===== config.mk =====
export PLATFORM = sky130hd
export DESIGN_NAME = risc24_exec_core
export DESIGN_NICKNAME = d
export VERILOG_FILES = /design/src/rtl/risc24_exec_core.sv
export SDC_FILE = /design/constraint.sdc
export NUM_CORES = 2
export LEC_CHECK = 0
export CORE_AREA = 5 5 694 696
export DETAILED_ROUTE_END_ITERATION = 10
export DIE_AREA = 0 0 699 701
export DONT_BUFFER_PORTS = 1
export GPL_ROUTABILITY_DRIVEN = 0
export GPL_TIMING_DRIVEN = 1
export SYNTH_ARGS = -nofsm -noshare
export SYNTH_HDL_FRONTEND = slang
export SYNTH_SLANG_ARGS = --single-unit

===== constraint.sdc =====
create_clock -name clk -period 6.5 [get_ports clk]
set_input_delay 0 -clock clk [delete_from_list [all_inputs] [get_ports clk]]
set_output_delay 0 -clock clk [all_outputs]
set_load 0.01 [all_outputs]

===== src/rtl/risc24_exec_core.sv =====
// RISC24 multicycle execute core: ALU, Moore FSM control and data memory.
// Optional feature macro: RISC24_ILLEGAL_TRAP_EN (trap undefined encodings into HALT).
module risc24_exec_core #(
  parameter int unsigned DATA_W    = 16,
  parameter int unsigned ADDR_W    = 8,
  parameter int unsigned MEM_DEPTH = 256
) (
  input  logic              clk,
  input  logic              reset,
  input  logic [DATA_W-1:0] instr,
  input  logic [DATA_W-1:0] rd1,
  input  logic [DATA_W-1:0] rd2,
  input  logic [DATA_W-1:0] sw_data,
  output logic [DATA_W-1:0] alu_out,
  output logic              alu_zero,
  output logic              alu_carry,
  output logic              flag_c,
  output logic              flag_z,
  output logic [1:0]        alu_ctrl,
  output logic              reg_write,
  output logic              mem_read,
  output logic              mem_write,
  output logic              pc_write,
  output logic              branch,
  output logic              jal,
  output logic [1:0]        wb_sel,
  output logic [DATA_W-1:0] mem_out,
  output logic              illegal
);

  typedef enum logic [2:0] {StFetch, StDecode, StExec, StMem, StWb, StHalt} state_e;

  localparam logic [3:0] OpAlu  = 4'b0000;
  localparam logic [3:0] OpNand = 4'b0010;
  localparam logic [3:0] OpLw   = 4'b1010;
  localparam logic [3:0] OpSw   = 4'b1001;
  localparam logic [3:0] OpBeq  = 4'b1011;
  localparam logic [3:0] OpJal  = 4'b1101;

  localparam logic [1:0] AluAdd  = 2'b00;
  localparam logic [1:0] AluNand = 2'b01;
  localparam logic [1:0] AluSub  = 2'b10;
  localparam logic [1:0] AluPass = 2'b11;

  localparam logic [1:0] WbAlu = 2'b00;
  localparam logic [1:0] WbMem = 2'b01;
  localparam logic [1:0] WbPc  = 2'b10;

  state_e            state_q, state_d;
  logic [DATA_W-1:0] ir_q, ir_d;
  logic              flag_c_q, flag_c_d;
  logic              flag_z_q, flag_z_d;
  logic [DATA_W-1:0] mem_out_q, mem_out_d;
  logic [DATA_W-1:0] mem_q [MEM_DEPTH];

  logic [3:0] opcode;
  logic [1:0] funct;
  logic       is_add, is_adc, is_ndu, is_ndz, is_lw, is_sw, is_beq, is_jal;
  logic       is_alu_grp, is_legal, wb_write_en;

  logic [DATA_W-1:0] op_b, imm_sext;
  logic [DATA_W:0]   sum;
  logic [ADDR_W-1:0] mem_addr;

  // Register-field bits are consumed by the external register file, not here.
  logic unused_ir_fields;
  assign unused_ir_fields = ^ir_q[11:6];

  // ---------------------------------------------------------------------------
  // Decode from the latched instruction
  // ---------------------------------------------------------------------------
  assign opcode = ir_q[DATA_W-1 -: 4];
  assign funct  = ir_q[1:0];

  always_comb begin
    is_add     = (opcode == OpAlu)  && (funct == 2'b00);
    is_adc     = (opcode == OpAlu)  && (funct == 2'b10);
    is_ndu     = (opcode == OpNand) && (funct == 2'b00);
    is_ndz     = (opcode == OpNand) && (funct == 2'b01);
    is_lw      = (opcode == OpLw);
    is_sw      = (opcode == OpSw);
    is_beq     = (opcode == OpBeq);
    is_jal     = (opcode == OpJal);
    is_alu_grp = is_add | is_adc | is_ndu | is_ndz;
    is_legal   = is_alu_grp | is_lw | is_sw | is_beq | is_jal;
    // Conditional forms retire silently when their flag is clear.
    wb_write_en = is_add | is_ndu | is_lw | (is_adc & flag_c_q) | (is_ndz & flag_z_q);
  end

  always_comb begin
    alu_ctrl = AluAdd;
    if (is_ndu || is_ndz) begin
      alu_ctrl = AluNand;
    end else if (is_beq) begin
      alu_ctrl = AluSub;
    end else if (is_jal || !is_legal) begin
      alu_ctrl = AluPass;
    end
  end

  // ---------------------------------------------------------------------------
  // ALU
  // ---------------------------------------------------------------------------
  assign imm_sext = {{(DATA_W-6){ir_q[5]}}, ir_q[5:0]};
  assign op_b     = (is_lw || is_sw) ? imm_sext : rd2;
  assign sum      = {1'b0, rd1} + {1'b0, op_b};

  always_comb begin
    alu_out   = '0;
    alu_carry = 1'b0;
    unique case (alu_ctrl)
      AluAdd: begin
        alu_out   = sum[DATA_W-1:0];
        alu_carry = sum[DATA_W];
      end
      AluNand: alu_out = ~(rd1 & op_b);
      AluSub:  alu_out = rd1 - op_b;
      AluPass: alu_out = rd1;
    endcase
  end

  assign alu_zero = (alu_out == '0);
  assign mem_addr = alu_out[ADDR_W-1:0];

  // ---------------------------------------------------------------------------
  // Control FSM (Moore strobes)
  // ---------------------------------------------------------------------------
`ifdef RISC24_ILLEGAL_TRAP_EN
  logic illegal_q, illegal_d, illegal_set;
`endif

  always_comb begin
    state_d   = state_q;
    reg_write = 1'b0;
    mem_read  = 1'b0;
    mem_write = 1'b0;
    pc_write  = 1'b0;
    branch    = 1'b0;
    jal       = 1'b0;
    wb_sel    = WbAlu;
`ifdef RISC24_ILLEGAL_TRAP_EN
    illegal_set = 1'b0;
`endif
    case (state_q)
      StFetch: state_d = StDecode;
      StDecode: begin
        state_d = StExec;
`ifdef RISC24_ILLEGAL_TRAP_EN
        if (!is_legal) begin
          state_d     = StHalt;
          illegal_set = 1'b1;
        end
`endif
      end
      StExec: begin
        if (is_alu_grp) begin
          state_d = StWb;
        end else if (is_lw || is_sw) begin
          state_d = StMem;
        end else begin
          // BEQ, JAL and undefined-as-NOP all retire here.
          state_d  = StFetch;
          pc_write = 1'b1;
          branch   = is_beq & alu_zero;
          if (is_jal) begin
            jal       = 1'b1;
            reg_write = 1'b1;
            wb_sel    = WbPc;
          end
        end
      end
      StMem: begin
        if (is_lw) begin
          mem_read = 1'b1;
          state_d  = StWb;
        end else begin
          mem_write = is_sw;
          pc_write  = 1'b1;
          state_d   = StFetch;
        end
      end
      StWb: begin
        reg_write = wb_write_en;
        pc_write  = 1'b1;
        wb_sel    = is_lw ? WbMem : WbAlu;
        state_d   = StFetch;
      end
      StHalt:  state_d = StHalt;
      default: state_d = StFetch;
    endcase
  end

  // ---------------------------------------------------------------------------
  // Architectural state next-values
  // ---------------------------------------------------------------------------
  always_comb begin
    ir_d      = (state_q == StFetch) ? instr : ir_q;
    mem_out_d = mem_read ? mem_q[mem_addr] : mem_out_q;
    flag_c_d  = flag_c_q;
    flag_z_d  = flag_z_q;
    // Flags follow the register write, so suppressed ADC/NDZ leave them alone.
    if ((state_q == StWb) && is_alu_grp && reg_write) begin
      flag_z_d = alu_zero;
      if (is_add || is_adc) begin
        flag_c_d = alu_carry;
      end
    end
  end

  always_ff @(posedge clk or posedge reset) begin
    if (reset) begin
      state_q   <= StFetch;
      ir_q      <= '0;
      flag_c_q  <= 1'b0;
      flag_z_q  <= 1'b0;
      mem_out_q <= '0;
    end else begin
      state_q   <= state_d;
      ir_q      <= ir_d;
      flag_c_q  <= flag_c_d;
      flag_z_q  <= flag_z_d;
      mem_out_q <= mem_out_d;
    end
  end

  // Array is deliberately unreset; a reset in MEM clears the strobe before the edge.
  always_ff @(posedge clk) begin
    if (mem_write) begin
      mem_q[mem_addr] <= sw_data;
    end
  end

`ifdef RISC24_ILLEGAL_TRAP_EN
  assign illegal_d = illegal_q | illegal_set;

  always_ff @(posedge clk or posedge reset) begin
    if (reset) begin
      illegal_q <= 1'b0;
    end else begin
      illegal_q <= illegal_d;
    end
  end

  assign illegal = illegal_q;
`else
  assign illegal = 1'b0;
`endif

  assign flag_c  = flag_c_q;
  assign flag_z  = flag_z_q;
  assign mem_out = mem_out_q;

endmodule


Word level (Yosys, flattened, before mapping)
Memories as Yosys holds them, arrays and structs flattened. A register that Yosys moved wholly into a read port is not among the register bits.
Index checks and enable logic that the tools add are counted.
Storage, ports and cells
  register bits: 21
  bits in writable memories: 4096
  output and inout port bits: 47
  logic and storage cells: 88
  memories: 1
Memories
  mem_q: depth 256, bits a word 16, read ports 1, clocked after Yosys merged registers in 1, write ports 1, RTL line 54  | logic [DATA_W-1:0] mem_q [MEM_DEPTH];
Cells by class
  $add $sub $neg: 2
  equality and inequality tests: 15
  multiplexer cells: 33
  bitwise gates (word level): 16
  reduce and logical (&&, ||, !) cells: 17
Operators with widths (number)
  case mux 16 bit (4 select lines): 1
  2-to-1 mux 1 bit: 18
  adder 16 x 16 -> 17 bit: 1
  bitwise AND 16 bit: 1
  == test 4 bit (second input constant): 4
  zero test 16 bit: 1
  2-to-1 mux 16 bit: 1
  inverter 16 bit: 1
  subtractor 16 bit: 1
  case mux 3 bit (5 select lines): 1
  2-to-1 mux 2 bit: 7
  bitwise OR 1 bit: 11
  == test 2 bit (second input constant): 3
  == test 3 x 2 -> 1 bit (second input constant): 2
  == test 3 bit (second input constant): 2
  logical AND 1 bit: 6
  2-to-1 mux 3 bit: 2
  == test 2 x 1 -> 1 bit (second input constant): 2
  == test 4 x 2 -> 1 bit (second input constant): 1
  zero test 2 bit: 2
  zero test 4 bit: 1
  logical OR 1 bit: 4
  case mux 2 bit (2 select lines): 1
  bitwise AND 1 bit: 3
  6 further kinds: 6

Longest topological paths before layout
  depth in word-level cells: 21
  mapped depth: 23

Least setup slack after synthesis
OpenSTA, ideal clock, no wires.
  kind: register to register
  start: register ir_q[12]
  end: memory mem_q[228][0], enable pin
  setup time: 0.388 ns
  data arrival time: 5.133 ns
  slack: 0.979 ns
  cell stages (with the launch flop): 17
  buffers on the path: 5
  clock period less this slack: 5.521 ns
  path through: dfrtp_1 clkbuf_1 xor2_1 nand2_1 mux2_2 ha_1 clkbuf_1 or4_1 a211o_1 a21o_1 a32o_1 a21oi_1 clkbuf_1 nand2_1 clkbuf_1 buf_1 nor2_1
On the way
  longest elaborated chain between the ends: 16
RTL lines
  from (decl): RTL line 50  | logic [DATA_W-1:0] ir_q, ir_d;
  from (signal assigned): RTL line 219  | ir_q <= ir_d;
  zero test 4 bit: RTL line 76, 77
  logical AND 1 bit, on equally long branches: RTL line 76, 77
  bitwise OR 1 bit (3 in a row): RTL line 84  | is_alu_grp = is_add | is_adc | is_ndu | is_ndz;
  bitwise OR 1 bit (4 in a row): RTL line 85  | is_legal = is_alu_grp | is_lw | is_sw | is_beq | is_jal;
  zero test 1 bit: RTL line 96  | end else if (is_jal || !is_legal) begin
  logical OR 1 bit: RTL line 96
  2-to-1 mux 2 bit: RTL line 96
  2-to-1 mux 2 bit: RTL line 94  | end else if (is_beq) begin
  2-to-1 mux 2 bit: RTL line 92  | if (is_ndu || is_ndz) begin
  == test 2 bit (tied with other cells): RTL line 111  | unique case (alu_ctrl)
  case mux 16 bit (4 select lines): RTL line 111
  to (decl): RTL line 54
Several ways; a longest one is shown, not always the timed one.

Worst setup path after layout
  start: register ir_q[12]
  end: register mem_out_q[8] (netlist: mem_out[8]) (read register of mem_q)
On the way
  longest elaborated chain between the ends: 16
RTL lines
  zero test 4 bit: RTL line 76, 77
  logical AND 1 bit, on equally long branches: RTL line 76, 77
  bitwise OR 1 bit (3 in a row): RTL line 84
  bitwise OR 1 bit (4 in a row): RTL line 85
  zero test 1 bit: RTL line 96
  logical OR 1 bit: RTL line 96
  2-to-1 mux 2 bit: RTL line 96
  2-to-1 mux 2 bit: RTL line 94
  2-to-1 mux 2 bit: RTL line 92
  == test 2 bit (tied with other cells): RTL line 111
  case mux 16 bit (4 select lines): RTL line 111
  to (decl): RTL line 53  | logic [DATA_W-1:0] mem_out_q, mem_out_d;
Several ways; a longest one is shown, not always the timed one.
A chain may end at the register's enable or synchronous reset.

==> impl_metrics.tcl <==
set metrics [dict create \
    final_nets 12900 \
    clock_sink_count 4127 \
    chipWidth_um 699 \
    critical_path_class "flip-flop to flip-flop" \
    via_count 112000 \
    cap_violations 1 \
    worst_skew_pair.late_latency_ns 1.05 \
    cp_cell_sequence "xor2_1, nand2_2, mux2_2, ha_1, inv_1, fa_1, xor2_1, a311oi_1, a211oi_4, buf_12, inv_8, nor2_4, buf_4, buf_12, a221oi_1, o21ai_0, a21oi_1, buf_4, nor3_1, o21ai_1, a31oi_1" \
    worst_hold_path_type "input port to flip-flop" \
    postSynth.asyncResetShare 0.00751 \
    critical_path.slowest_cell "sky130_fd_sc_hd__a21oi_1" \
    cell_area_after_technology_mapping_sq_um 165000 \
    leakage_nw 65.0 \
    slack_of_the_worst_reg_to_reg_path_ns -0.07 \
    clock_tree_from_tritoncts "built" \
    final.fill_count 43200 \
    rsz0062_at_grt "false" \
    postSynthCellCount 12200 \
    worst_path_largest_cell_delay_ns 0.86 \
    clk_transition_reported_paths_ns 0.07 \
    cts_buffer_depth 4 \
    track_usage 0.234 \
    globalRoute.totalOverflow 0 \
    initial_util 0.349 \
    yosys_most_used_dff "sky130_fd_sc_hd__edfxtp_1" \
    post-route-period-util 1.01 \
    crit_fanout 22 \
    numPlacedInstances 18600 \
    floorplan.core_area_sq_um 474000 \
    detailedRoute.firstPassIterationCount 8 \
    netlist.area_leader.share 0.744 \
    fin_worst_skew_ns 0.0788 \
    final_common_cell "sky130_fd_sc_hd__edfxtp_1" \
    postRouteWirelength_um 594000 \
    areaGrowthSynthToFinish_pct 16.6 \
    detailedPlacementHpwl_um 360000 \
    synth_top_cells_by_area "sky130_fd_sc_hd__edfxtp_1 74%, sky130_fd_sc_hd__nand2_1 7.4%, sky130_fd_sc_hd__nand3_1 4.5%" \
    final-seq-area_sq_um 124000 \
    buffer_ports.inserted 0 \
    final_max_slew_violation_count 299 \
    top_level_ports 113 \
    fmax_ghz 0.152 \
    row_count 253 \
    timing.critical_path.arrival_ns 7.42 \
    grt_first_pass_wirelength_um 824000 \
    grt_start_max_net_pins 257 \
    setup-violations-final 4 \
    synth_warnings 0 \
    die_h_um 701 \
    vias_per_cell 5.77 \
    htree_levels 5 \
    post-synth-top-area-cell "sky130_fd_sc_hd__edfxtp_1" \
    sequential_fraction_of_the_synthesis_area 0.749 \
    multi_input_combinational_cell_area_sq_um 38100 \
    wire_length_per_cell_after_detailed_routing_um 30.6 \
    post_route_cells_drive_above_1_share 0.139 \
    fin_crit_ns 6.57 \
    worstMarginPinSlew_ns 1.73 \
    netlist-cell-type-count 84 \
    run_status "finished, violations left" \
    avgSynthCellArea_sq_um 13.5 \
    ant_nets 0 \
    detail_route.iter0.violations 17300 \
    synthesis.nets 12300 \
    cts.root.buffer_cell "sky130_fd_sc_hd__clkbuf_16" \
    mostFrequentLayoutCells "4096 x sky130_fd_sc_hd__edfxtp_1, 3218 x sky130_fd_sc_hd__nand2_1, 1502 x sky130_fd_sc_hd__nand3_1, 794 x sky130_fd_sc_hd__buf_4, 418 x sky130_fd_sc_hd__clkbuf_16" \
    number_of_remaining_drc_errors 0 \
    final_util 0.407 \
    worstPathRequired_ns 7.35 \
    vdd_ir_drop_max_mv 0.500 \
    postSynthRegisterBits 4127 \
    grt_pass1_vias 103000 \
    postLayoutSetupSlackWorst_ns -0.0732 \
    antenna_found_initial 48 \
    endpoint_kind "flip-flop" \
    worst_setup_sp_type "flip-flop" \
    pre_cts_setup_slack_ns 0.0381 \
    layoutNonFillerInstCount 19400 \
    slew_headroom -0.155 \
    power_density_nw_per_um2 510 \
    violations "capacitance limit, slew limit, setup timing" \
    final-hold-violation-count 0 \
    total_die_area_sq_um 490000 \
    number_of_synthesized_flops_with_an_enable_pin 4096 \
    tritoncts.num_buffers 414 \
    fin_setup_tns_ns -0.215 \
]
[cells by family after synthesis]
kind of cell,synth area share
fa+ha+maj,0.00282
other cells,0.0000227
xor+xnor,0.000371
buf+inv,0.0234
compound gates,0.0534
flops,0.749
simple gates,0.145
mux,0.0258
[synthesized netlist by cell type, types with 9 or more instances]
cell type	instances
sky130_fd_sc_hd__mux2_2	18
sky130_fd_sc_hd__nand3_1	1502
sky130_fd_sc_hd__mux4_2	120
sky130_fd_sc_hd__nand4_1	66
sky130_fd_sc_hd__edfxtp_1	4096
sky130_fd_sc_hd__a21o_1	24
sky130_fd_sc_hd__a221oi_1	49
sky130_fd_sc_hd__o22ai_1	123
sky130_fd_sc_hd__nor2_1	378
sky130_fd_sc_hd__a41oi_1	15
sky130_fd_sc_hd__nor3_1	100
sky130_fd_sc_hd__buf_2	322
sky130_fd_sc_hd__buf_1	171
sky130_fd_sc_hd__or3_1	10
sky130_fd_sc_hd__o2111ai_1	12
sky130_fd_sc_hd__o311a_1	13
sky130_fd_sc_hd__nor4_1	53
sky130_fd_sc_hd__o211ai_1	16
sky130_fd_sc_hd__and3_1	177
sky130_fd_sc_hd__clkbuf_1	266
sky130_fd_sc_hd__a31oi_1	164
sky130_fd_sc_hd__a221o_1	25
sky130_fd_sc_hd__mux2i_1	135
sky130_fd_sc_hd__a22oi_1	9
sky130_fd_sc_hd__inv_1	40
sky130_fd_sc_hd__o311ai_0	40
sky130_fd_sc_hd__a21oi_1	416
sky130_fd_sc_hd__nand2_1	3236
sky130_fd_sc_hd__a2111oi_0	11
sky130_fd_sc_hd__a311oi_1	103
sky130_fd_sc_hd__ha_1	34
sky130_fd_sc_hd__o21ai_0	125
sky130_fd_sc_hd__dfrtp_1	31
sky130_fd_sc_hd__a211oi_1	49
sky130_fd_sc_hd__o31ai_1	12
sky130_fd_sc_hd__buf_4	57
sky130_fd_sc_hd__or4_1	17
sky130_fd_sc_hd__a32oi_1	39
[state kept, by name (all words and copies together) (netlist names)]
signal	flops
mem_out	16
state_q	3
flag_z	1
mem_q	4096
ir_q	10
flag_c	1
[critical path, delay by kind of cell, from the launching register on]
kind / cells / cell delay (ns)
AO/OA/AOI/OAI: 7 / 3.00
buffers and inverters: 6 / 1.22
adder cells (fa/ha/maj): 2 / 0.63
XOR/XNOR: 2 / 0.43
flip-flops: 1 / 0.39
AND/OR/NAND/NOR: 3 / 0.35
multiplexers: 1 / 0.29
[repair_timing]
item / 4_1_cts / 5_1_grt
hold endpoints to repair: 4139 / 0
setup buffers: 4 / 0
hold buffers: 60 / 0
endpoints found under the setup margin: 2 / 9
pin swaps: 3 / 0
resized for setup: 2 / 8
[through the flow]
| stage | hold WS, ns | total power, mW | cell area, sq um |
|---|---|---|---|
| floorplan | 0.0643 | 52.3 | 165000 |
| global placement | 0.110 | 73.2 | 178000 |
| detailed placement | 0.115 | 73.2 | 178000 |
| CTS | 0.0498 | 97.1 | 192000 |
| global route | 0.0880 | 101 | 193000 |
| finish | 0.0788 | 98.3 | 193000 |
[area by class of cell]
class / count / area share
diodes: 22 / 0.000286
clock buffers: 519 / 0.0566
clock inverters: 234 / 0.0110
inverters: 45 / 0.00103
multi-input cells: 7234 / 0.198
flip-flops and latches: 4127 / 0.642
well taps: 6247 / 0.0406
repair buffers: 994 / 0.0505
[layer usage]
metal  vias up  track usage  part of all wire
met5         -     0.000874           0.00048
met4        38        0.124             0.063
met3      1410       0.0796              0.13
met2      7279        0.343              0.43
met1     56500        0.306              0.37
li1      46800            -                 -
[worst paths after layout]
check | startpoint | end | cells past startpoint
setup / recovery | ir_q[12] | mem_out[8] | 21
hold / removal | rd1[7] | mem_q[148][5] | 5
setup reg to reg | ir_q[12] | mem_out[8] | 21
hold reg to reg | state_q[2] | state_q[1] | 1
max in group asynchronous | reset | mem_out[4] | 4
min in group asynchronous | reset | ir_q[12] | 4
[where the power goes]
part	switching (mW)	total, mW	internal (mW)
Sequential	0.260	29.6	29.3
Clock	10.3	23.4	13.1
Combinational	32.7	45.3	12.6
Total	43.3	98.3	55.0
Note: power is estimated with default switching activity, not from simulation.
